`config.mk`:
```
export PLATFORM = sky130hd
export DESIGN_NAME = uart_tx_arbiter
export DESIGN_NICKNAME = d
export VERILOG_FILES = /design/src/rtl/apb_uart_pkg.sv /design/src/rtl/uart_tx_arbiter_rr_pick.sv /design/src/rtl/uart_tx_arbiter.sv
export SDC_FILE = /design/constraint.sdc
export NUM_CORES = 1
export LEC_CHECK = 0
export CAP_MARGIN = 20
export CORE_MARGIN = 2
export CORE_UTILIZATION = 37
export CTS_BUF_LIST = sky130_fd_sc_hd__clkbuf_16
export DETAILED_ROUTE_END_ITERATION = 10
export PLACE_DENSITY = 0.81
export SYNTH_ARGS = -nofsm -noshare
export SYNTH_HDL_FRONTEND = slang
export SYNTH_SLANG_ARGS = --single-unit
export TNS_END_PERCENT = 50
```
`constraint.sdc`:
```
create_clock -name clk_i -period 2 [get_ports clk_i]
set_input_delay 0.4 -clock clk_i [delete_from_list [all_inputs] [get_ports clk_i]]
set_output_delay 0.4 -clock clk_i [all_outputs]
set_load 0.03 [all_outputs]
```
`src/rtl/apb_uart_pkg.sv`:
```
// Shared definitions for the APB UART block family.
// Holds the TX arbiter state encoding and the header tag used when the
// UART_TX_ARB_HEADER_EN build option prefixes each grant with a tag byte.
package apb_uart_pkg;

  typedef enum logic [1:0] {
    IDLE   = 2'd0,
    HDR    = 2'd1,
    STREAM = 2'd2
  } uart_tx_arb_state_e;

  localparam logic [3:0] HDR_TAG = 4'hA;

endpackage

```
`src/rtl/uart_tx_arbiter_rr_pick.sv`:
```
// Round-robin search: finds the first set request bit scanning upward
// from ptr_i with wrap-around. Purely combinational.
module rr_pick #(
  parameter int N  = 4,
  parameter int IW = $clog2(N)
) (
  input  logic [N-1:0]  req_i,
  input  logic [IW-1:0] ptr_i,
  output logic          found_o,
  output logic [IW-1:0] idx_o
);

  // Scan from the farthest offset down so the closest requester wins last.
  always_comb begin
    found_o = 1'b0;
    idx_o   = '0;
    for (int i = N - 1; i >= 0; i--) begin
      if (req_i[(int'(ptr_i) + i) % N]) begin
        found_o = 1'b1;
        idx_o   = IW'((int'(ptr_i) + i) % N);
      end
    end
  end

endmodule

```
`src/rtl/uart_tx_arbiter.sv`:
```
// Round-robin, packet-locking arbiter sharing the UART TX FIFO write port
// among NUM_REQ byte-stream requesters. A grant lasts until the owner's
// last byte or MAX_BURST bytes, whichever comes first.
// Build option UART_TX_ARB_HEADER_EN: each grant starts with a header byte
// {HDR_TAG, grant index} before the requester's bytes.
module uart_tx_arbiter
  import apb_uart_pkg::*;
#(
  parameter int NUM_REQ   = 4,
  parameter int MAX_BURST = 16
) (
  input  logic                 clk_i,
  input  logic                 arst_i,
  input  logic                 enable_i,
  input  logic [NUM_REQ*8-1:0] req_data_i,
  input  logic [NUM_REQ-1:0]   req_valid_i,
  input  logic [NUM_REQ-1:0]   req_last_i,
  output logic [NUM_REQ-1:0]   req_ready_o,
  output logic [7:0]           out_data_o,
  output logic                 out_valid_o,
  input  logic                 out_ready_i,
  output logic [NUM_REQ-1:0]   grant_o,
  output logic                 busy_o
);

  localparam int IW = $clog2(NUM_REQ);
  localparam int BW = $clog2(MAX_BURST + 1);
  localparam logic [BW-1:0] BURST_END = BW'(MAX_BURST - 1);
  localparam logic [IW-1:0] LAST_IDX  = IW'(NUM_REQ - 1);

  uart_tx_arb_state_e state_q, state_d;
  logic [IW-1:0] grant_idx_q, grant_idx_d;
  logic [IW-1:0] rr_ptr_q, rr_ptr_d;
  logic [BW-1:0] beat_cnt_q, beat_cnt_d;

  logic               pick_found;
  logic [IW-1:0]      pick_idx;
  logic [NUM_REQ-1:0] grant_oh;
  logic [7:0]         sel_data;
  logic               sel_valid;
  logic               sel_last;
  logic [IW-1:0]      next_ptr;

  rr_pick #(
    .N  (NUM_REQ),
    .IW (IW)
  ) u_rr_pick (
    .req_i   (req_valid_i),
    .ptr_i   (rr_ptr_q),
    .found_o (pick_found),
    .idx_o   (pick_idx)
  );

  assign grant_oh  = NUM_REQ'(1) << grant_idx_q;
  assign sel_data  = req_data_i[{grant_idx_q, 3'b000} +: 8];
  assign sel_valid = req_valid_i[grant_idx_q];
  assign sel_last  = req_last_i[grant_idx_q];
  assign next_ptr  = (grant_idx_q == LAST_IDX) ? '0 : grant_idx_q + 1'b1;
  assign busy_o    = (state_q != IDLE);

`ifdef UART_TX_ARB_HEADER_EN
  logic [3:0] hdr_idx;
  assign hdr_idx = 4'(grant_idx_q);
`endif

  // Next-state and output decode; IDLE keeps every output at its reset value.
  always_comb begin
    state_d     = state_q;
    grant_idx_d = grant_idx_q;
    rr_ptr_d    = rr_ptr_q;
    beat_cnt_d  = beat_cnt_q;
    req_ready_o = '0;
    out_data_o  = '0;
    out_valid_o = 1'b0;
    grant_o     = '0;

    case (state_q)
      IDLE: begin
        if (enable_i && pick_found) begin
          grant_idx_d = pick_idx;
          beat_cnt_d  = '0;
`ifdef UART_TX_ARB_HEADER_EN
          state_d     = HDR;
`else
          state_d     = STREAM;
`endif
        end
      end

`ifdef UART_TX_ARB_HEADER_EN
      HDR: begin
        out_valid_o = 1'b1;
        out_data_o  = {HDR_TAG, hdr_idx};
        grant_o     = grant_oh;
        if (out_ready_i) begin
          state_d = STREAM;
        end
      end
`endif

      STREAM: begin
        out_data_o  = sel_data;
        out_valid_o = sel_valid;
        req_ready_o = grant_oh & {NUM_REQ{out_ready_i}};
        grant_o     = grant_oh;
        if (sel_valid && out_ready_i) begin
          beat_cnt_d = beat_cnt_q + 1'b1;
          // Packet end or burst truncation both hand the path onward.
          if (sel_last || (beat_cnt_q == BURST_END)) begin
            state_d  = IDLE;
            rr_ptr_d = next_ptr;
          end
        end
      end

      default: begin
        state_d = IDLE;
      end
    endcase
  end

  // State registers; reset aborts any packet in flight.
  always_ff @(posedge clk_i or posedge arst_i) begin
    if (arst_i) begin
      state_q     <= IDLE;
      grant_idx_q <= '0;
      rr_ptr_q    <= '0;
      beat_cnt_q  <= '0;
    end else begin
      state_q     <= state_d;
      grant_idx_q <= grant_idx_d;
      rr_ptr_q    <= rr_ptr_d;
      beat_cnt_q  <= beat_cnt_d;
    end
  end

endmodule

```
[Yosys cells after proc, flatten, opt, wreduce, memory -nomap -nowiden]
Index checks and enable logic that the tools add are counted.
Storage, ports and cells
  memories: 0
  logic and storage cells: 74
  latch bits: 0
  bits in registers: 11
  bits in read-only memories: 0
  input port bits: 44
  RAM bits: 0
Operators by class
  add/subtract/negate cells: 5
  shift-type cells: 2
  bitwise logic cells: 4
  div/mod/pow operators: 0
  multipliers: 0
  $lt $le $gt $ge: 5
  equality and inequality tests: 6
  reduce and logical (&&, ||, !) cells: 13
  mux-type cells: 35
Operators by type and width (count)
  $shiftx 32x6->8: 1
  $mux 2: 8
  $mux 1: 14
  $bmux 1 s2: 6
  $lt 3x4->1 const B: 3
  $mux 5: 2
  $pmux 5 s2: 1
  $reduce_and 3->1: 3
  $mux 4: 2
  $mux 8: 1
  $lt 2x3->1 const B: 2
  $ne 2x2->1 const B: 3
  $reduce_or 2->1: 3
  $add 5x1->5 const B: 1
  $eq 5x4->1 const B: 1
  $add 2x1->2 const B: 2
  $add 2x2->2 const B: 2
  $and 4x4->4: 1
  $eq 2x2->1 const B: 2
  $pmux 2 s2: 1
  $reduce_bool 2->1: 2
  $shl 1x2->4 const A: 1
  $and 1x1->1 const A: 3
  $logic_and 1x1->1: 2
  other kinds (3): 3

[Logic depth before layout (Yosys ltp)]
  depth after elaboration: 13
  depth in mapped cells: 7
  gate-level depth less buffers: 7

[Hierarchy]
From an unflattened synthesis, not the netlist that was laid out.
Second synthesis, totals
  cells, all modules: 102
  area total of the unflattened synthesis: 1011.0 um^2
Modules (own cells, without submodules)
  uart_tx_arbiter: cells an instance 89, sequential area each 250.2 um^2, area an instance 933.4 um^2, times used 1
  rr_pick: cells an instance 13, sequential area each 0.0 um^2, area an instance 77.6 um^2, times used 1

[Worst setup path before layout]
No wires, ideal clock.
  path type: register to output
  start point: register grant_idx_q[0]
  end point: output port out_data_o[1]
  arrival: 1.559 ns
  path slack: 0.041 ns
  stages on the path, launching flop included: 5
  data required time: 1.600 ns
  cell sequence: dfrtp_1 buf_2 buf_2 mux4_2 and2_1
On the way
  cells in the longest elaborated chain, start to end: 2
Ends and longest elaborated chain
  start, declared: RTL line uart_tx_arbiter.sv:32  | logic [IW-1:0] grant_idx_q, grant_idx_d;
  start signal, assigned: RTL line uart_tx_arbiter.sv:131  | grant_idx_q <= grant_idx_d;
  $shiftx 32x6->8: RTL line uart_tx_arbiter.sv:55  | assign sel_data = req_data_i[{grant_idx_q, 3'b000} +: 8];
  $mux 8: RTL line uart_tx_arbiter.sv:77  | case (state_q)
  end, declared: RTL line uart_tx_arbiter.sv:19  | output logic [7:0] out_data_o,
Every way passes these cells.

[Worst setup path after layout]
  start point: register grant_idx_q[0]
  end point: output port out_data_o[4]
The elaborated chain is that of the path after synthesis.

==> impl_metrics.ini <==
[worst_setup_path]
end_kind = primary output
arrival_ns = 1.60
reg2reg_slack_ns = 0.08
slowest_stage = mux4_2
rr_startpoint = grant_idx_q[0]
crit_type = register to primary output
crit_cells = 4
endpoint = out_data_o[4]
reg2regPathDepth = 5
critPathLaunch = grant_idx_q[0]
slowest_delay_ns = 0.50
crit_family = multiplexers
crit_required_ns = 1.60
worst_r2r_endpoint = rr_ptr_q[1]
worstPathCellList = buf_12 -> mux4_2 -> and2_4 -> buf_6
crit_fanout = 6
critPathBufInv = 2
start_kind = register

[final_layout]
final_util = 0.733
area_delta_synth_final_pct = 85.3
num_antenna_cells = 0
layout.nets = 228
mostFrequentLayoutCell = clkdlybuf4s50_1
drive_above_1_share = 0.335
final_cell_mix = clkdlybuf4s50_1, buf_4, nand2_1
fin_area_sq_mm = 0.00185
instances_no_fill = 206
fill_cells = 196

[drt]
routed_wl_um = 3070
num_vias = 1034
dr.pass1.iters = 4
drt-wirelength-per-cell_um = 14.9
drc = 0
ant_nets = 0
drtIter0Drc = 32
viasPerCell = 5.02

[timing]
fin_hold_ws_ns = 0.442
fmax_mhz = 499
fin_skew_ns = 0.00179
rsz0062_at_grt = yes
max_slew_margin = 0.720
slew_viol_final = 0
period_share = 1.00
finalSetupViolCount = 3
period_needed_ns = 2.00
worst_slack_ns = -0.00343
worst_pin_slew_ns = 0.417
hold_viol_final = 0

[power]
p_leak_nw = 0.825
p_per_area_mw_per_mm2 = 1470
vdd_drop_max_uv = 1160

[clocking]
path_clk_slew_ns = 0.04
cts_sinks = 10
clk_latency_ns = 0.23
clockBufferDepth = 2
cts_tree = built
cts-root-buf = clkbuf_16
htreeDepth = 1
cts_buffers = 3

[flow_run]
max-cap-violations = 0

[global_route]
antenna_found_initial = 0
grt_pass1_wl_um = 4960
grt_pass1_vias = 1068
grt_overflow = 0
grtUsageTotal = 0.197
grt_max_degree = 17

[placed_design]
dp_cells = 200
postPlaceCellArea_sq_mm = 0.00169
portBuffers = 61
gp_congestion = 0.805
hpwl_um = 2410

[floorplan]
die-area_sq_mm = 0.00313
start_util = 0.395
die_y_um = 55.9
coreArea_sq_mm = 0.00252
io_pins = 62
die_w_um = 55.9
num_rows = 18

[run_status]
violations = negative setup slack
outcome = complete, but fails checks

[yosys]
synthesis.nets = 154
ys_seq_area_frac = 0.251
ys_warn_count = 0
netlist_area_sq_um = 997
synth.distinct_cells = 27
avgSynthCellArea_sq_um = 9.59
ys_ff_latch = 10
synth_cells = 104

[hold_path]
worstHoldPathType = primary input to asynchronous set/reset pin
## where the power goes
| group | switching [mW] | leakage, nW | total (mW) | internal (mW) |
|---|---|---|---|---|
| Clock | 0.0856 | 0.0370 | 0.344 | 0.259 |
| Combinational | 0.925 | 0.669 | 1.94 | 1.01 |
| Sequential | 0.131 | 0.119 | 0.439 | 0.308 |
## state kept, by name, indices dropped and copies added (netlist names)
| register | count |
|---|---|
| rr_ptr_q | 2 |
| grant_idx_q | 2 |
| beat_cnt_q | 5 |
| state_q | 1 |
## per-stage QoR
step	total power [mW]	setup WS [ns]	setup TNS, ns
2_1_floorplan	1.50	0.0408	0
3_3_place_gp	2.12	-0.402	-3.16
3_5_place_dp	2.17	-0.433	-3.37
4_1_cts	2.71	-0.0434	-0.194
5_1_grt	2.90	-0.0323	-0.212
6_report	2.72	-0.00343	-0.00632
## timing repair
item / CTS / global route
hold buffers: 0 / 0
pin swaps: 0 / 0
endpoints found under the setup margin: 13 / 14
gates cloned: 1 / 0
setup buffers: 0 / 2
resized for setup: 67 / 5
endpoints found under the hold margin: 0 / 0
## cell usage after synthesis
master    instances  share of area
and2_1           12          0.075
dfrtp_1          10           0.25
nand2_1           9          0.034
mux4_2            8           0.18
inv_1             7          0.026
a21oi_1           6          0.030
and3_1            6          0.038
ha_1              6          0.075
nor2_1            6          0.023
o21ai_0           5          0.025
buf_2             4          0.020
mux2i_1           4          0.040
clkbuf_1          2         0.0075
mux2_1            2          0.023
nand2b_1          2          0.013
nand3_1           2          0.010
nor2b_1           2          0.013
o21a_1            2          0.015
mux2_2            1          0.011
nand3b_1          1         0.0075
nor4_1            1         0.0063
o22ai_1           1         0.0063
o22ai_4           1          0.020
o311ai_2          1          0.016
o41ai_2           1          0.016
or3b_1            1         0.0088
xnor2_1           1         0.0088
## per-layer routing
| metal | GRT usage | vias to the layer above | share of wire |
|---|---|---|---|
| met1 | 0.239 | 472 | 0.41 |
| li1 | - | 513 | - |
| met2 | 0.350 | 46 | 0.51 |
| met3 | 0.0442 | 3 | 0.071 |
| met4 | 0.0510 | 0 | 0.0094 |
| met5 | 0 | - | 0 |
## final cells by class
type	instances	area, sq um	area share
tap	30	37.5	0.0203
clock buffer	3	75.1	0.0406
inverter	7	26.3	0.0142
multi-input combinational	81	719	0.389
timing repair buffer	75	736	0.398
sequential	10	254	0.137
## kinds of logic (layout without fill, tap and decap cells)
kind of cell,count (synthesis),count (layout),share of synthesized area
multiplexers,15,15,0.255
XOR/XNOR,1,1,0.00878
AO/OA/AOI/OAI,17,17,0.129
flip-flops,10,10,0.251
buffers and inverters,13,85,0.0540
AND/OR/NAND/NOR,42,42,0.227
adder cells (fa/ha/maj),6,6,0.0753
## worst min-delay path by stage
stage               slack (ns)          start            end  cells past startpoint
floorplan                 0.24         arst_i  beat_cnt_q[0]                      1
detailed placement        0.50  beat_cnt_q[0]  beat_cnt_q[0]                      1
CTS                       0.46         arst_i  beat_cnt_q[1]                      2
global route              0.49         arst_i    rr_ptr_q[1]                      2
global placement          0.49  beat_cnt_q[0]  beat_cnt_q[0]                      1
finish                    0.44         arst_i  beat_cnt_q[1]                      2
(Power assumes the default switching activity.)
